`src/rtl/axi_reg_pkg.sv`:
```
// Shared types and width helpers for the AXI register bank.
package axi_reg_pkg;

   typedef enum logic [1:0] {
      OKAY   = 2'b00,
      SLVERR = 2'b10
   } resp_t;

   // Byte-offset bits below the register index field.
   function automatic int lsb_w(input int data_w);
      return $clog2(data_w / 8);
   endfunction

   function automatic int idx_w(input int n_regs);
      return (n_regs > 1) ? $clog2(n_regs) : 1;
   endfunction

endpackage

```
`src/rtl/axi_reg_bank_hold_buf.sv`:
```
// One-entry holding buffer: accepts a payload when empty, releases it when the consumer takes it.
module axi_hold_buf
   import axi_reg_pkg::*;
#(
   parameter int W = 8
) (
   input  logic         clk,
   input  logic         areset,
   input  logic         in_valid,
   output logic         in_ready,
   input  logic [W-1:0] in_data,
   output logic         out_valid,
   input  logic         out_ready,
   output logic [W-1:0] out_data
);

   logic full;

   assign in_ready  = !full;
   assign out_valid = full;

   always_ff @(posedge clk or negedge areset) begin
      if (!areset) begin
         full     <= 1'b0;
         out_data <= '0;
      end else if (in_valid && in_ready) begin
         full     <= 1'b1;
         out_data <= in_data;
      end else if (out_ready && full) begin
         full <= 1'b0;
      end
   end

endmodule

```
`src/rtl/axi_reg_bank.sv`:
```
// AXI4 slave register bank: single-beat writes with byte strobes, single-beat reads,
// optional read-only registers, and a live view of every register.
module axi_reg_bank
   import axi_reg_pkg::*;
#(
   parameter int                DATA_W  = 32,
   parameter int                ADDR_W  = 32,
   parameter int                ID_W    = 4,
   parameter int                N_REGS  = 8,
   parameter logic [N_REGS-1:0] RO_MASK = '0
) (
   input  logic                     clk,
   input  logic                     areset,
   input  logic [ID_W-1:0]          awid_i,
   input  logic [ADDR_W-1:0]        awaddr_i,
   input  logic                     awvalid_i,
   output logic                     awready_o,
   input  logic [DATA_W-1:0]        wdata_i,
   input  logic [DATA_W/8-1:0]      wstrb_i,
   input  logic                     wlast_i,
   input  logic                     wvalid_i,
   output logic                     wready_o,
   output logic [ID_W-1:0]          bid_o,
   output logic [1:0]               bresp_o,
   output logic                     bvalid_o,
   input  logic                     bready_i,
   input  logic [ID_W-1:0]          arid_i,
   input  logic [ADDR_W-1:0]        araddr_i,
   input  logic                     arvalid_i,
   output logic                     arready_o,
   output logic [ID_W-1:0]          rid_o,
   output logic [DATA_W-1:0]        rdata_o,
   output logic [1:0]               rresp_o,
   output logic                     rlast_o,
   output logic                     rvalid_o,
   input  logic                     rready_i,
   output logic [N_REGS*DATA_W-1:0] regs_o
);

   localparam int STRB_W = DATA_W / 8;
   localparam int LSB    = lsb_w(DATA_W);
   localparam int IW     = idx_w(N_REGS);

   logic                      aw_full, w_full, commit, wr_ok;
   logic [ID_W+ADDR_W-1:0]    aw_payload;
   logic [DATA_W+STRB_W-1:0]  w_payload;
   logic [ID_W-1:0]           aw_id;
   logic [ADDR_W-1:0]         aw_addr;
   logic [DATA_W-1:0]         w_data;
   logic [STRB_W-1:0]         w_strb;
   logic [IW-1:0]             aw_idx, ar_idx;
   logic [DATA_W-1:0]         regs [N_REGS];
   logic                      unused_ok;

   assign unused_ok = wlast_i;

   function automatic logic in_range(input logic [ADDR_W-1:0] addr);
      return ((addr >> (LSB + IW)) == '0) && (32'(addr[LSB +: IW]) < N_REGS);
   endfunction

   axi_hold_buf #(.W(ID_W + ADDR_W)) u_aw_buf (
      .clk       (clk),
      .areset    (areset),
      .in_valid  (awvalid_i),
      .in_ready  (awready_o),
      .in_data   ({awid_i, awaddr_i}),
      .out_valid (aw_full),
      .out_ready (commit),
      .out_data  (aw_payload)
   );

   axi_hold_buf #(.W(DATA_W + STRB_W)) u_w_buf (
      .clk       (clk),
      .areset    (areset),
      .in_valid  (wvalid_i),
      .in_ready  (wready_o),
      .in_data   ({wdata_i, wstrb_i}),
      .out_valid (w_full),
      .out_ready (commit),
      .out_data  (w_payload)
   );

   assign {aw_id, aw_addr} = aw_payload;
   assign {w_data, w_strb} = w_payload;
   assign aw_idx = aw_addr[LSB +: IW];
   assign ar_idx = araddr_i[LSB +: IW];

   // A pending B response stalls the commit, so responses never need queuing.
   assign commit = aw_full && w_full && !bvalid_o;
   assign wr_ok  = in_range(aw_addr) && !RO_MASK[aw_idx];

   always_ff @(posedge clk or negedge areset) begin
      if (!areset) begin
         // NOTE: the bank is built from flops, so clearing every entry on reset is intended.
         for (int i = 0; i < N_REGS; i++) regs[i] <= '0;
      end else if (commit && wr_ok) begin
         for (int b = 0; b < STRB_W; b++)
            if (w_strb[b]) regs[aw_idx][8*b +: 8] <= w_data[8*b +: 8];
      end
   end

   always_ff @(posedge clk or negedge areset) begin
      if (!areset) begin
         bvalid_o <= 1'b0;
         bid_o    <= '0;
         bresp_o  <= OKAY;
      end else if (commit) begin
         bvalid_o <= 1'b1;
         bid_o    <= aw_id;
         bresp_o  <= wr_ok ? OKAY : SLVERR;
      end else if (bready_i) begin
         bvalid_o <= 1'b0;
      end
   end

   assign arready_o = !rvalid_o;
   assign rlast_o   = rvalid_o;

   // Reads sample regs before any same-edge write lands, returning the old value.
   always_ff @(posedge clk or negedge areset) begin
      if (!areset) begin
         rvalid_o <= 1'b0;
         rid_o    <= '0;
         rdata_o  <= '0;
         rresp_o  <= OKAY;
      end else if (arvalid_i && arready_o) begin
         rvalid_o <= 1'b1;
         rid_o    <= arid_i;
         if (in_range(araddr_i)) begin
            rdata_o <= regs[ar_idx];
            rresp_o <= OKAY;
         end else begin
            rdata_o <= '0;
            rresp_o <= SLVERR;
         end
      end else if (rready_i) begin
         rvalid_o <= 1'b0;
      end
   end

   for (genvar i = 0; i < N_REGS; i++) begin : g_regs_out
      assign regs_o[i*DATA_W +: DATA_W] = regs[i];
   end

endmodule

```
`config.mk`:
```
export PLATFORM = sky130hd
export DESIGN_NAME = axi_reg_bank
export DESIGN_NICKNAME = d
export VERILOG_FILES = /design/src/rtl/axi_reg_pkg.sv /design/src/rtl/axi_reg_bank_hold_buf.sv /design/src/rtl/axi_reg_bank.sv
export SDC_FILE = /design/constraint.sdc
export NUM_CORES = 1
export LEC_CHECK = 0
export ABC_AREA = 0
export CORE_UTILIZATION = 53
export DETAILED_ROUTE_END_ITERATION = 7
export PLACE_DENSITY_LB_ADDON = 0.25
export SYNTH_ARGS = -nofsm -noshare
export SYNTH_HDL_FRONTEND = slang
export SYNTH_SLANG_ARGS = --single-unit
```
`constraint.sdc`:
```
create_clock -name clk -period 8.4 [get_ports clk]
set_input_delay 1.26 -clock clk [delete_from_list [all_inputs] [get_ports clk]]
set_output_delay 1.26 -clock clk [all_outputs]
set_load 0.05 [all_outputs]
```
==> results of run 1 <==
## cell type report
| class | count | area, sq um | area share (%) |
|---|---|---|---|
| flip-flops and latches | 372 | 9309 | 41.90 |
| multi-input cells | 571 | 6833 | 30.76 |
| repair buffers | 424 | 4224 | 19.01 |
| clock buffers | 64 | 1242 | 5.593 |
| well taps | 396 | 495.5 | 2.230 |
| clock inverters | 7 | 71.32 | 0.3210 |
| inverters | 10 | 37.54 | 0.1690 |
| diodes | 1 | 2.502 | 0.01126 |
## layer usage
metal / up-vias / share of wire [%]
met5: - / 0.029
met4: 2 / 3.3
met3: 95 / 7.1
met2: 368 / 50
met1: 5459 / 40
li1: 4603 / -
## logic make-up after synthesis
group,after synthesis,synth area share (%)
compound gates,42,1.329
other cells,1,0.02289
mux,426,33.98
flops,372,56.81
buf+inv,59,1.611
simple gates,101,6.246
## state kept, by name (all words and copies together) (netlist names), 4 cells and up
name               cells
rid_o                  4
regs_o               256
bid_o                  4
rdata_o               32
u_aw_buf.out_data     34
u_w_buf.out_data      36
## per-stage QoR
stage / hold slack (ns) / power (W)
detailed placement: 0.4695 / 0.002987
CTS: 0.4829 / 0.004723
finish: 0.4757 / 0.004686
global route: 0.5065 / 0.004871
global placement: 0.4614 / 0.002956
floorplan: 0.4716 / 0.002676
## worst register-to-register path, stage by stage (launching register included)
cell and delay [ns]:
sky130_fd_sc_hd__dfrtp_1 0.39, sky130_fd_sc_hd__or4_1 0.52, sky130_fd_sc_hd__or4_4 0.91, sky130_fd_sc_hd__nor4_4 0.95, sky130_fd_sc_hd__mux2_2 0.42
## Yosys cell counts (2+ instances only)
library cell / number / area (sq um)
sky130_fd_sc_hd__dfrtp_1: 372 / 9309
sky130_fd_sc_hd__mux2_2: 304 / 3423
sky130_fd_sc_hd__mux4_2: 64 / 1441
sky130_fd_sc_hd__nand2_1: 39 / 146.4
sky130_fd_sc_hd__o21ai_0: 38 / 190.2
sky130_fd_sc_hd__mux2i_1: 32 / 320.3
sky130_fd_sc_hd__nor4_4: 32 / 680.7
sky130_fd_sc_hd__clkbuf_1: 31 / 116.4
sky130_fd_sc_hd__mux2_4: 24 / 360.4
sky130_fd_sc_hd__buf_1: 11 / 41.29
sky130_fd_sc_hd__nor4_1: 9 / 56.30
sky130_fd_sc_hd__inv_1: 6 / 22.52
sky130_fd_sc_hd__buf_4: 5 / 37.54
sky130_fd_sc_hd__or4_1: 5 / 37.54
sky130_fd_sc_hd__inv_2: 4 / 15.01
sky130_fd_sc_hd__nand3b_1: 4 / 30.03
sky130_fd_sc_hd__mux2_1: 2 / 22.52
sky130_fd_sc_hd__nand4_1: 2 / 12.51
sky130_fd_sc_hd__nor2_1: 2 / 7.510
sky130_fd_sc_hd__nor2b_1: 2 / 12.51
sky130_fd_sc_hd__o21a_1: 2 / 15.01
sky130_fd_sc_hd__or3_1: 2 / 12.51
sky130_fd_sc_hd__or3b_2: 2 / 17.52
## worst min path at each step
stage	start	endpoint	slack (ns)
after floorplan	u_aw_buf.out_data[23]	u_aw_buf.out_data[23]	0.47
after global placement	rdata_o[17]	rdata_o[17]	0.46
after detailed placement	rdata_o[4]	rdata_o[4]	0.47
after CTS	rdata_o[15]	rdata_o[15]	0.48
after global routing	rdata_o[4]	rdata_o[4]	0.51
final	rdata_o[15]	rdata_o[15]	0.48
## power by group through the flow
stage / logic [W] / registers (W) / clock network [W]
floorplan: 0.000450 / 0.00223 / 0
global placement: 0.000693 / 0.00226 / 0
detailed placement: 0.000709 / 0.00228 / 0
CTS: 0.000713 / 0.00225 / 0.00176
global route: 0.000751 / 0.00229 / 0.00183
finish: 0.000702 / 0.00225 / 0.00173
==> PnR_summary.wiki, run 1 <==
{| class="wikitable"
! Metric !! Value
|-
| Destination of the worst register-to-register timing path || regs_o[241]
|-
| Worst skew pair latency || 0.52 ns
|-
| Part of the cycle the worst path needs || 39.37%
|-
| Clock Sinks || 372
|-
| Worst slack at placement || 4.604 ns
|-
| Number of antenna violations at the first check in global routing || 1
|-
| Synth Flop Type || sky130_fd_sc_hd__dfrtp_1
|-
| Top fanout value on the critical path || 33
|-
| # DRC || 0
|-
| Total of cells resized after clock tree synthesis || 0
|-
| Via/cell ratio || 5.706
|-
| Met2 Resource Use GR || 47.10%
|-
| Placeable core region || 0.03051 sq mm
|-
| Unrepaired setup endpoints after global routing || false
|-
| Global route total overflow || 0
|-
| Final worst setup slack || 5.093 ns
|-
| Sequential power share || 48.1%
|-
| Post-synthesis to final-layout area growth || 35.58%
|-
| Capturing element type of the critical path || register
|-
| Final setup TNS || 0 ns
|-
| DIE AREA || 0.03162 sq mm
|-
| Arrival time worst endpoint || 3.70 ns
|-
| Net count reported at finish || 1535
|-
| Number of setup violations in the final report || 0
|-
| Async S/R FF share, synth || 100.0%
|-
| Comb pwr share || 15.0%
|-
| Shortest period the worst path allows || 3.307 ns
|-
| Count of cells along the worst register-to-register path || 4
|-
| Starting density of the core || 53.71%
|-
| Source of the worst register-to-register timing path || u_aw_buf.out_data[19]
|-
| Mean post-synth cell area || 16.37 sq um
|-
| Die Wd || 177.8 um
|-
| Total length of routed wires || 44370 um
|-
| Commonest cells after routing, fill and taps aside || sky130_fd_sc_hd__clkdlybuf4s50_1, sky130_fd_sc_hd__dfrtp_1, sky130_fd_sc_hd__mux2_2, sky130_fd_sc_hd__mux4_2, sky130_fd_sc_hd__clkbuf_16
|-
| Via count of the first global-routing pass || 11029
|-
| Clock-pin transition on the worst setup and hold timing paths || 0.06 ns
|-
| Critical path type || register to register
|-
| Die outline height || 177.8 um
|-
| Pin slew with the least headroom to its limit || 1.050 ns
|-
| Highest achievable clock rate || 0.3024 GHz
|-
| Setup crit start kind || register
|-
| Final estimated routing congestion in global placement || 0.8122
|-
| Number of cells on the critical path || 4
|-
| Most common library cell in the layout ignoring fill and taps || sky130_fd_sc_hd__clkdlybuf4s50_1
|-
| Worst clock skew || 0.01609 ns
|-
| Placed Cells || 1773
|-
| Cell count after synthesis || 1001
|-
| Crit path to || regs_o[241]
|-
| Yosys reg bits || 372
|-
| Num rows || 64
|-
| Highest cell delay on the worst timing path || 0.91 ns
|-
| Filler Cells Inserted || 1996
|-
| Total of hold buffers inserted after clock tree synthesis || 0
|-
| Design Area, Final || 0.02222 sq mm
|-
| Leakage Power || 9.921 nW
|-
| Result of the run || completed
|-
| Proportion of power drawn by the clock network || 36.9%
|-
| Netlist cell types || 30
|-
| Cell-by-cell trace of the critical path || or4_1 -> or4_4 -> nor4_4 -> mux2_2
|-
| First drt pass iteration count || 6
|-
| Switch Pwr || 0.001348 W
|-
| Areal power density over the cells || 210.9 mW/mm^2
|-
| Worst vdd ir || 0.2553 mV
|-
| Internal power summed over all cells || 0.003338 W
|-
| Cell at the root of the clock tree || sky130_fd_sc_hd__clkbuf_16
|-
| Sw Share || 28.76%
|-
| IO Count || 422
|-
| Number of endpoints with negative hold slack in the final report || 0
|-
| Via count || 10527
|-
| First-pass GRT wire length || 66570 um
|-
| Wirelength per Cell || 24.05 um
|-
| Largest net degree at the start of global routing || 185
|-
| Number of I/O port buffers || 414
|-
| Max Slew Vio Count || 0
|-
| Gate family responsible for the most delay along the worst path || simple AND/OR/NAND/NOR gates
|-
| Fraction of final layout cells sized beyond drive strength 1 || 35.15%
|-
| Total buffers and inverters traversed by the critical path || 0
|-
| Post CTS Setup Buffer Count || 0
|-
| Layer with the highest usage || met2
|-
| Number of warnings issued by yosys || 0
|-
| Launching element of the worst setup path || u_aw_buf.out_data[19]
|-
| Number of flops mapped to enable cells by yosys || 0
|-
| GRT Util Overall || 28.40%
|-
| Slowest cell on the critical path || sky130_fd_sc_hd__or4_4
|-
| Cell area after placement || 0.02090 sq mm
|-
| Critical Path RT || 8.79 ns
|-
| CTS tree || yes
|-
| Max cap viols || 0
|-
| DP Wirelength || 29820 um
|-
| Hold depth || 2
|-
| Post-route insts no fill || 1845
|-
| Relative max-transition margin || 30.03%
|-
| Sequential cell area fraction in the yosys report || 56.81%
|-
| Number of design-rule violations left by the first detailed-router iteration || 396
|-
| Antenna-violating nets left || 0
|-
| CTS H-tree depth || 2
|-
| Share of the core filled with cells in the final layout || 72.81%
|-
| Min-delay worst type || register to register
|-
| R2R Setup Slk || 5.09 ns
|-
| Longest Clk Path Bufs || 3
|-
| Number of CTS-inserted buffers || 40
|-
| Total standard cell area after synthesis || 0.01639 sq mm
|-
| Met1 capacity usage during global routing || 36.21%
|-
| Met3 Resource Use GR || 7.434%
|}
Power figures use the tool's default switching activity.
==> inputs of run 2 (changes only) <==
--- a/config.mk
+++ b/config.mk
@@ -6,7 +6,7 @@
 export NUM_CORES = 1
 export LEC_CHECK = 0
 export ABC_AREA = 0
-export CORE_UTILIZATION = 53
+export CORE_UTILIZATION = 49
 export DETAILED_ROUTE_END_ITERATION = 7
 export PLACE_DENSITY_LB_ADDON = 0.25
 export SYNTH_ARGS = -nofsm -noshare
==> constraint.sdc (replaced) <==
create_clock -name clk -period 3.2 [get_ports clk]
set_input_delay 0.48 -clock clk [delete_from_list [all_inputs] [get_ports clk]]
set_output_delay 0.48 -clock clk [all_outputs]
set_load 0.05 [all_outputs]
==> PnR_summary.wiki, run 2 (synthesized netlist as in run 1, its figures left out) <==
{| class="wikitable"
! Metric !! Value
|-
| Total of cells resized after clock tree synthesis || 0 (unchanged)
|-
| Fraction of final layout cells sized beyond drive strength 1 || 36.56% (+1.4 points)
|-
| Net count reported at finish || 1578 (+2.8%)
|-
| Total length of routed wires || 46090 um (+3.9%)
|-
| DIE AREA || 0.03418 sq mm (+8.1%)
|-
| First-pass GRT wire length || 70240 um (+5.5%)
|-
| Longest Clk Path Bufs || 3 (unchanged)
|-
| Number of endpoints with negative hold slack in the final report || 0 (unchanged)
|-
| Number of I/O port buffers || 414 (unchanged)
|-
| Met1 capacity usage during global routing || 34.87% (-1.3 points)
|-
| Top fanout value on the critical path || 24 (-27%)
|-
| First drt pass iteration count || 4 (-2)
|-
| Unrepaired setup endpoints after global routing || false
|-
| Layer with the highest usage || met2
|-
| Clock Sinks || 372 (unchanged)
|-
| Number of design-rule violations left by the first detailed-router iteration || 472 (+19%)
|-
| Placed Cells || 1862 (+5.0%)
|-
| Post-synthesis to final-layout area growth || 37.92%
|-
| Via count || 10668 (+1.3%)
|-
| Antenna-violating nets left || 0 (unchanged)
|-
| Post-route insts no fill || 1933 (+4.8%)
|-
| IO Count || 422 (unchanged)
|-
| Setup crit start kind || register
|-
| Critical Path RT || 3.59 ns (-5.20 ns)
|-
| Share of the core filled with cells in the final layout || 69.11% (-3.7 points)
|-
| Relative max-transition margin || 39.02% (+9.0 points)
|-
| Filler Cells Inserted || 2318 (+16%)
|-
| CTS tree || yes
|-
| Num rows || 66 (+3.1%)
|-
| Max Slew Vio Count || 0 (unchanged)
|-
| Shortest period the worst path allows || 2.928 ns (-0.3794 ns)
|-
| Switch Pwr || 0.003514 W (+160%)
|-
| Clock-pin transition on the worst setup and hold timing paths || 0.06 ns (about the same)
|-
| Min-delay worst type || register to register
|-
| Final estimated routing congestion in global placement || 0.7842 (-3.4%)
|-
| Largest net degree at the start of global routing || 90 (-51%)
|-
| Worst skew pair latency || 0.52 ns (about the same)
|-
| Via/cell ratio || 5.519 (-3.3%)
|-
| Total of hold buffers inserted after clock tree synthesis || 1 (+1)
|-
| CTS H-tree depth || 2 (unchanged)
|-
| Number of CTS-inserted buffers || 39 (-2.5%)
|-
| DP Wirelength || 31450 um (+5.5%)
|-
| Most common library cell in the layout ignoring fill and taps || sky130_fd_sc_hd__clkdlybuf4s50_1
|-
| Placeable core region || 0.03270 sq mm (+7.2%)
|-
| Worst clock skew || 0.01261 ns (-0.003476 ns)
|-
| Die Wd || 184.9 um (+4.0%)
|-
| Highest achievable clock rate || 0.3415 GHz (+13%)
|-
| Max cap viols || 0 (unchanged)
|-
| Leakage Power || 10.13 nW (+2.1%)
|-
| # DRC || 0 (unchanged)
|-
| Worst vdd ir || 0.5709 mV (+120%)
|-
| Part of the cycle the worst path needs || 91.50% (+52 points)
|-
| Global route total overflow || 0 (unchanged)
|-
| Wirelength per Cell || 23.85 um (-0.85%)
|-
| GRT Util Overall || 27.50% (-0.90 points)
|-
| Met3 Resource Use GR || 7.295% (-0.14 points)
|-
| Capturing element type of the critical path || register
|-
| Pin slew with the least headroom to its limit || 0.9147 ns (-0.1348 ns)
|-
| Internal power summed over all cells || 0.008565 W (+160%)
|-
| Comb pwr share || 15.7% (+0.7 points)
|-
| Arrival time worst endpoint || 3.32 ns (-0.38 ns)
|-
| Via count of the first global-routing pass || 11590 (+5.1%)
|-
| Proportion of power drawn by the clock network || 35.5% (-1.4 points)
|-
| Areal power density over the cells || 534.5 mW/mm^2 (+150%)
|-
| Starting density of the core || 50.11% (-3.6 points)
|-
| Sequential power share || 48.8% (+0.7 points)
|-
| Result of the run || completed
|-
| Sw Share || 29.09% (+0.33 points)
|-
| Number of antenna violations at the first check in global routing || 4 (+3)
|-
| Largest register FFs || 256 (unchanged)
|-
| Final setup TNS || 0 ns (unchanged)
|-
| Commonest cells after routing, fill and taps aside || sky130_fd_sc_hd__clkdlybuf4s50_1, sky130_fd_sc_hd__dfrtp_1, sky130_fd_sc_hd__mux2_2, sky130_fd_sc_hd__mux4_2, sky130_fd_sc_hd__buf_4
|-
| Critical path type || register to register
|-
| Met2 Resource Use GR || 45.41% (-1.7 points)
|-
| Post CTS Setup Buffer Count || 0 (unchanged)
|-
| Worst hold-check slack || 0.4808 ns (+0.005111 ns)
|-
| Cell at the root of the clock tree || sky130_fd_sc_hd__clkbuf_16
|-
| Die outline height || 184.9 um (+4.0%)
|-
| Number of setup violations in the final report || 0 (unchanged)
|}
run 2: changes by cell type in the layout (fill, tap and decap cells not counted), sizes merged:
| cell | before | now |
|---|---|---|
| buf | 14 | 57 |
| diode | 1 | 3 |
| inv | 10 | 13 |
| clkbuf | 64 | 60 |
| dlygate4sd3 | 0 | 1 |
| clkinv | 6 | 3 |
run 2: critical path, cell delays in order, from the launching register on:
cell                      delay, ns
sky130_fd_sc_hd__dfrtp_1       0.41
sky130_fd_sc_hd__or4_1         0.53
sky130_fd_sc_hd__or4_4         0.72
sky130_fd_sc_hd__buf_12        0.27
sky130_fd_sc_hd__nor4_4        0.23
sky130_fd_sc_hd__buf_4         0.25
sky130_fd_sc_hd__mux2_2        0.36
run 2: through the flow:
stage	cell area, sq um	worst slack, ns	total power (W)
3_3_place_gp	21380	0.3538	0.007806
3_5_place_dp	21380	0.2779	0.007868
4_1_cts	22590	0.2746	0.01218
2_1_floorplan	16390	0.4103	0.007025
6_report	22600	0.2721	0.01208
5_1_grt	22600	0.2122	0.01261
run 2: final timing paths:
check	start	to	slack, ns	depth (start not counted)
max in group asynchronous	areset	u_w_buf.out_data[24]	1.73	3
max reg2reg	u_aw_buf.out_data[19]	regs_o[89]	0.27	6
min reg2reg	rdata_o[1]	rdata_o[1]	0.48	2
min	rdata_o[1]	rdata_o[1]	0.48	2
min in group asynchronous	areset	regs_o[173]	0.56	2
max	u_aw_buf.out_data[19]	regs_o[89]	0.27	6
run 2: power groups by stage:
stage | clock, W | sequential (W) | combinational, W
4_1_cts | 0.00437 | 0.00588 | 0.00192
6_report | 0.00429 | 0.00590 | 0.00190
3_3_place_gp | 0 | 0.00593 | 0.00188
2_1_floorplan | 0 | 0.00585 | 0.00118
3_5_place_dp | 0 | 0.00596 | 0.00191
5_1_grt | 0.00458 | 0.00600 | 0.00203
run 2: cell type report:
| type | count | area (sq um) | area share, % |
|---|---|---|---|
| Timing Repair Buffer | 468 | 4659 | 20.62 |
| Multi-Input combinational cell | 571 | 6833 | 30.23 |
| Clock buffer | 60 | 1125 | 4.977 |
| Clock inverter | 7 | 75.07 | 0.3322 |
| Tap cell | 442 | 553.0 | 2.447 |
| Inverter | 10 | 37.54 | 0.1661 |
| Antenna cell | 3 | 7.507 | 0.03322 |
| Sequential cell | 372 | 9309 | 41.19 |
run 2: layer usage:
| layer | part of all wire, % | wire length (um) |
|---|---|---|
| met1 | 40 | 18430 |
| met3 | 7.4 | 3402 |
| met2 | 50 | 22860 |
| met5 | 0.065 | 30 |
| met4 | 3.0 | 1373 |
==> inputs of run 3 (changes only) <==
--- a/config.mk
+++ b/config.mk
@@ -6,6 +6,7 @@
 export NUM_CORES = 1
 export LEC_CHECK = 0
 export ABC_AREA = 0
+export CORE_MARGIN = 3
 export CORE_UTILIZATION = 49
 export DETAILED_ROUTE_END_ITERATION = 7
 export PLACE_DENSITY_LB_ADDON = 0.25
==> PnR_summary.wiki, run 3 (synthesized netlist as in run 1, its figures left out) <==
{| class="wikitable"
! Metric !! Value
|-
| Via count || 10789 (+1.1%)
|-
| Result of the run || completed
|-
| Longest Clk Path Bufs || 3 (unchanged)
|-
| Hold depth || 2 (unchanged)
|-
| Num rows || 66 (unchanged)
|-
| Highest cell delay on the worst timing path || 0.56 ns (-0.16 ns)
|-
| Areal power density over the cells || 546.3 mW/mm^2 (+2.2%)
|-
| Max Slew Vio Count || 0 (unchanged)
|-
| Cell-by-cell trace of the critical path || or4_1 -> or4_4 -> buf_12 -> nor4_4 -> buf_4 -> mux2_2
|-
| IO Count || 422 (unchanged)
|-
| CTS H-tree depth || 2 (unchanged)
|-
| Total length of routed wires || 46650 um (+1.2%)
|-
| Part of the cycle the worst path needs || 85.92% (-5.6 points)
|-
| DP Wirelength || 31950 um (+1.6%)
|-
| Clock-pin transition on the worst setup and hold timing paths || 0.06 ns (about the same)
|-
| Pin slew with the least headroom to its limit || 0.9496 ns (+0.03495 ns)
|-
| Slowest cell on the critical path || sky130_fd_sc_hd__or4_4
|-
| Worst vdd ir || 0.6680 mV (+17%)
|-
| Worst clock skew || 0.01221 ns (-0.0004002 ns)
|-
| Unrepaired setup endpoints after global routing || false
|-
| Number of setup violations in the final report || 0 (unchanged)
|-
| Die outline height || 188.9 um (+2.2%)
|-
| GRT Util Overall || 25.96% (-1.5 points)
|-
| Placeable core region || 0.03278 sq mm (+0.25%)
|-
| Final setup TNS || 0 ns (unchanged)
|-
| # DRC || 0 (unchanged)
|-
| Arrival time worst endpoint || 3.15 ns (-0.17 ns)
|-
| Starting density of the core || 49.98% (-0.13 points)
|-
| First-pass GRT wire length || 70730 um (+0.71%)
|-
| Relative max-transition margin || 36.69% (-2.3 points)
|-
| Shortest period the worst path allows || 2.750 ns (-0.1784 ns)
|-
| Gate family responsible for the most delay along the worst path || simple AND/OR/NAND/NOR gates
|-
| Largest net degree at the start of global routing || 79 (-12%)
|-
| Number of endpoints with negative hold slack in the final report || 0 (unchanged)
|-
| Total buffers and inverters traversed by the critical path || 2 (unchanged)
|-
| Highest achievable clock rate || 0.3637 GHz (+6.5%)
|-
| Net count reported at finish || 1576 (-0.13%)
|-
| Via/cell ratio || 5.602 (+1.5%)
|-
| Setup crit start kind || register
|-
| Largest register FFs || 256 (unchanged)
|-
| Min-delay worst type || register to register
|-
| Critical path type || register to register
|-
| Cell at the root of the clock tree || sky130_fd_sc_hd__clkbuf_16
|-
| First drt pass iteration count || 4 (unchanged)
|-
| Number of I/O port buffers || 414 (unchanged)
|-
| Leakage Power || 10.16 nW (+0.33%)
|-
| Critical Path RT || 3.60 ns (about the same)
|-
| Top fanout value on the critical path || 33 (+38%)
|-
| Most common library cell in the layout ignoring fill and taps || sky130_fd_sc_hd__clkdlybuf4s50_1
|-
| Commonest cells after routing, fill and taps aside || sky130_fd_sc_hd__clkdlybuf4s50_1, sky130_fd_sc_hd__dfrtp_1, sky130_fd_sc_hd__mux2_2, sky130_fd_sc_hd__mux4_2, sky130_fd_sc_hd__buf_4
|-
| Count of cells along the worst register-to-register path || 6 (unchanged)
|-
| Wirelength per Cell || 24.22 um (+1.6%)
|-
| Antenna diode count || 0 (-3)
|-
| Worst skew pair latency || 0.52 ns (about the same)
|-
| Fraction of final layout cells sized beyond drive strength 1 || 36.86% (+0.30 points)
|-
| Max cap viols || 0 (unchanged)
|-
| Area of the multi-input gates || 0.006833 sq mm (unchanged)
|-
| CTS tree || yes
|-
| Number of design-rule violations left by the first detailed-router iteration || 479 (+1.5%)
|-
| Post-synthesis to final-layout area growth || 38.21%
|-
| Sequential standard cell area || 0.009309 sq mm (unchanged)
|-
| Final estimated routing congestion in global placement || 0.7957 (+1.5%)
|-
| Clock Sinks || 372 (unchanged)
|-
| Via count of the first global-routing pass || 11322 (-2.3%)
|-
| Total of cells resized after clock tree synthesis || 0 (unchanged)
|-
| Worst hold-check slack || 0.4759 ns (-0.004880 ns)
|-
| DIE AREA || 0.03567 sq mm (+4.4%)
|-
| Number of cells on the critical path || 6 (unchanged)
|-
| Filler Cells Inserted || 2293 (-1.1%)
|-
| Global route total overflow || 0 (unchanged)
|-
| Number of CTS-inserted buffers || 40 (+2.6%)
|-
| Number of antenna violations at the first check in global routing || 2 (-2)
|-
| Antenna-violating nets left || 0 (unchanged)
|-
| Capturing element type of the critical path || register
|-
| Die Wd || 188.9 um (+2.2%)
|}
-- run 3: worst min-delay path, cell delays in order, from the launching register on --
cell and delay (ns):
sky130_fd_sc_hd__dfrtp_1 0.34, sky130_fd_sc_hd__nand2_1 0.04, sky130_fd_sc_hd__o21ai_0 0.06
-- run 3: metrics by stage --
stage               area, sq um  util [%]  instances  worst slack (ns)  power (W)
global route              22650     69.08       1926            0.3699    0.01288
finish                    22650     69.08       1926            0.4505    0.01237
global placement          21350     65.11       1859            0.5254   0.007819
CTS                       22650     69.08       1926            0.4485    0.01248
detailed placement        21350     65.11       1859            0.4593   0.007891
floorplan                 16390         -       1002            0.4103   0.007025
-- run 3: metal layers --
layer  global-route usage, %  vias to the layer above  share of wire, %
met1                   32.69                     5662                39
met3                   6.702                       73               7.5
met2                   45.40                      388                51
met4                   6.073                        4               2.4
li1                        -                     4662                 -
met5                       0                        -             0.047
-- run 3: cell type report --
cell class	count	share of cell area (%)
sequential	372	41.11
multi-input combinational	571	30.17
timing repair buffer	465	20.42
clock buffer	55	5.072
tap	442	2.442
clock inverter	11	0.6243
inverter	10	0.1657
-- run 3: final timing paths --
path | slack, ns | start | to
worst min-delay path | 0.48 | rdata_o[29] | rdata_o[29]
min in group asynchronous | 0.53 | areset | rdata_o[15]
worst min register to register | 0.48 | rdata_o[29] | rdata_o[29]
worst max-delay path | 0.45 | u_aw_buf.out_data[19] | regs_o[84]
max in group asynchronous | 1.81 | areset | regs_o[161]
worst max register to register | 0.45 | u_aw_buf.out_data[19] | regs_o[84]
-- run 3: what timing repair did --
item	in CTS	in global routing
hold buffers	1	0
setup buffers	0	0
hold endpoints to repair	63	0
-- run 3: power breakdown --
group,switching [W],total (W),internal (W)
clock network,0.00181,0.00456,0.00274
logic,0.00107,0.00190,0.000839
registers,0.000695,0.00591,0.00522
total,0.00358,0.0124,0.00880
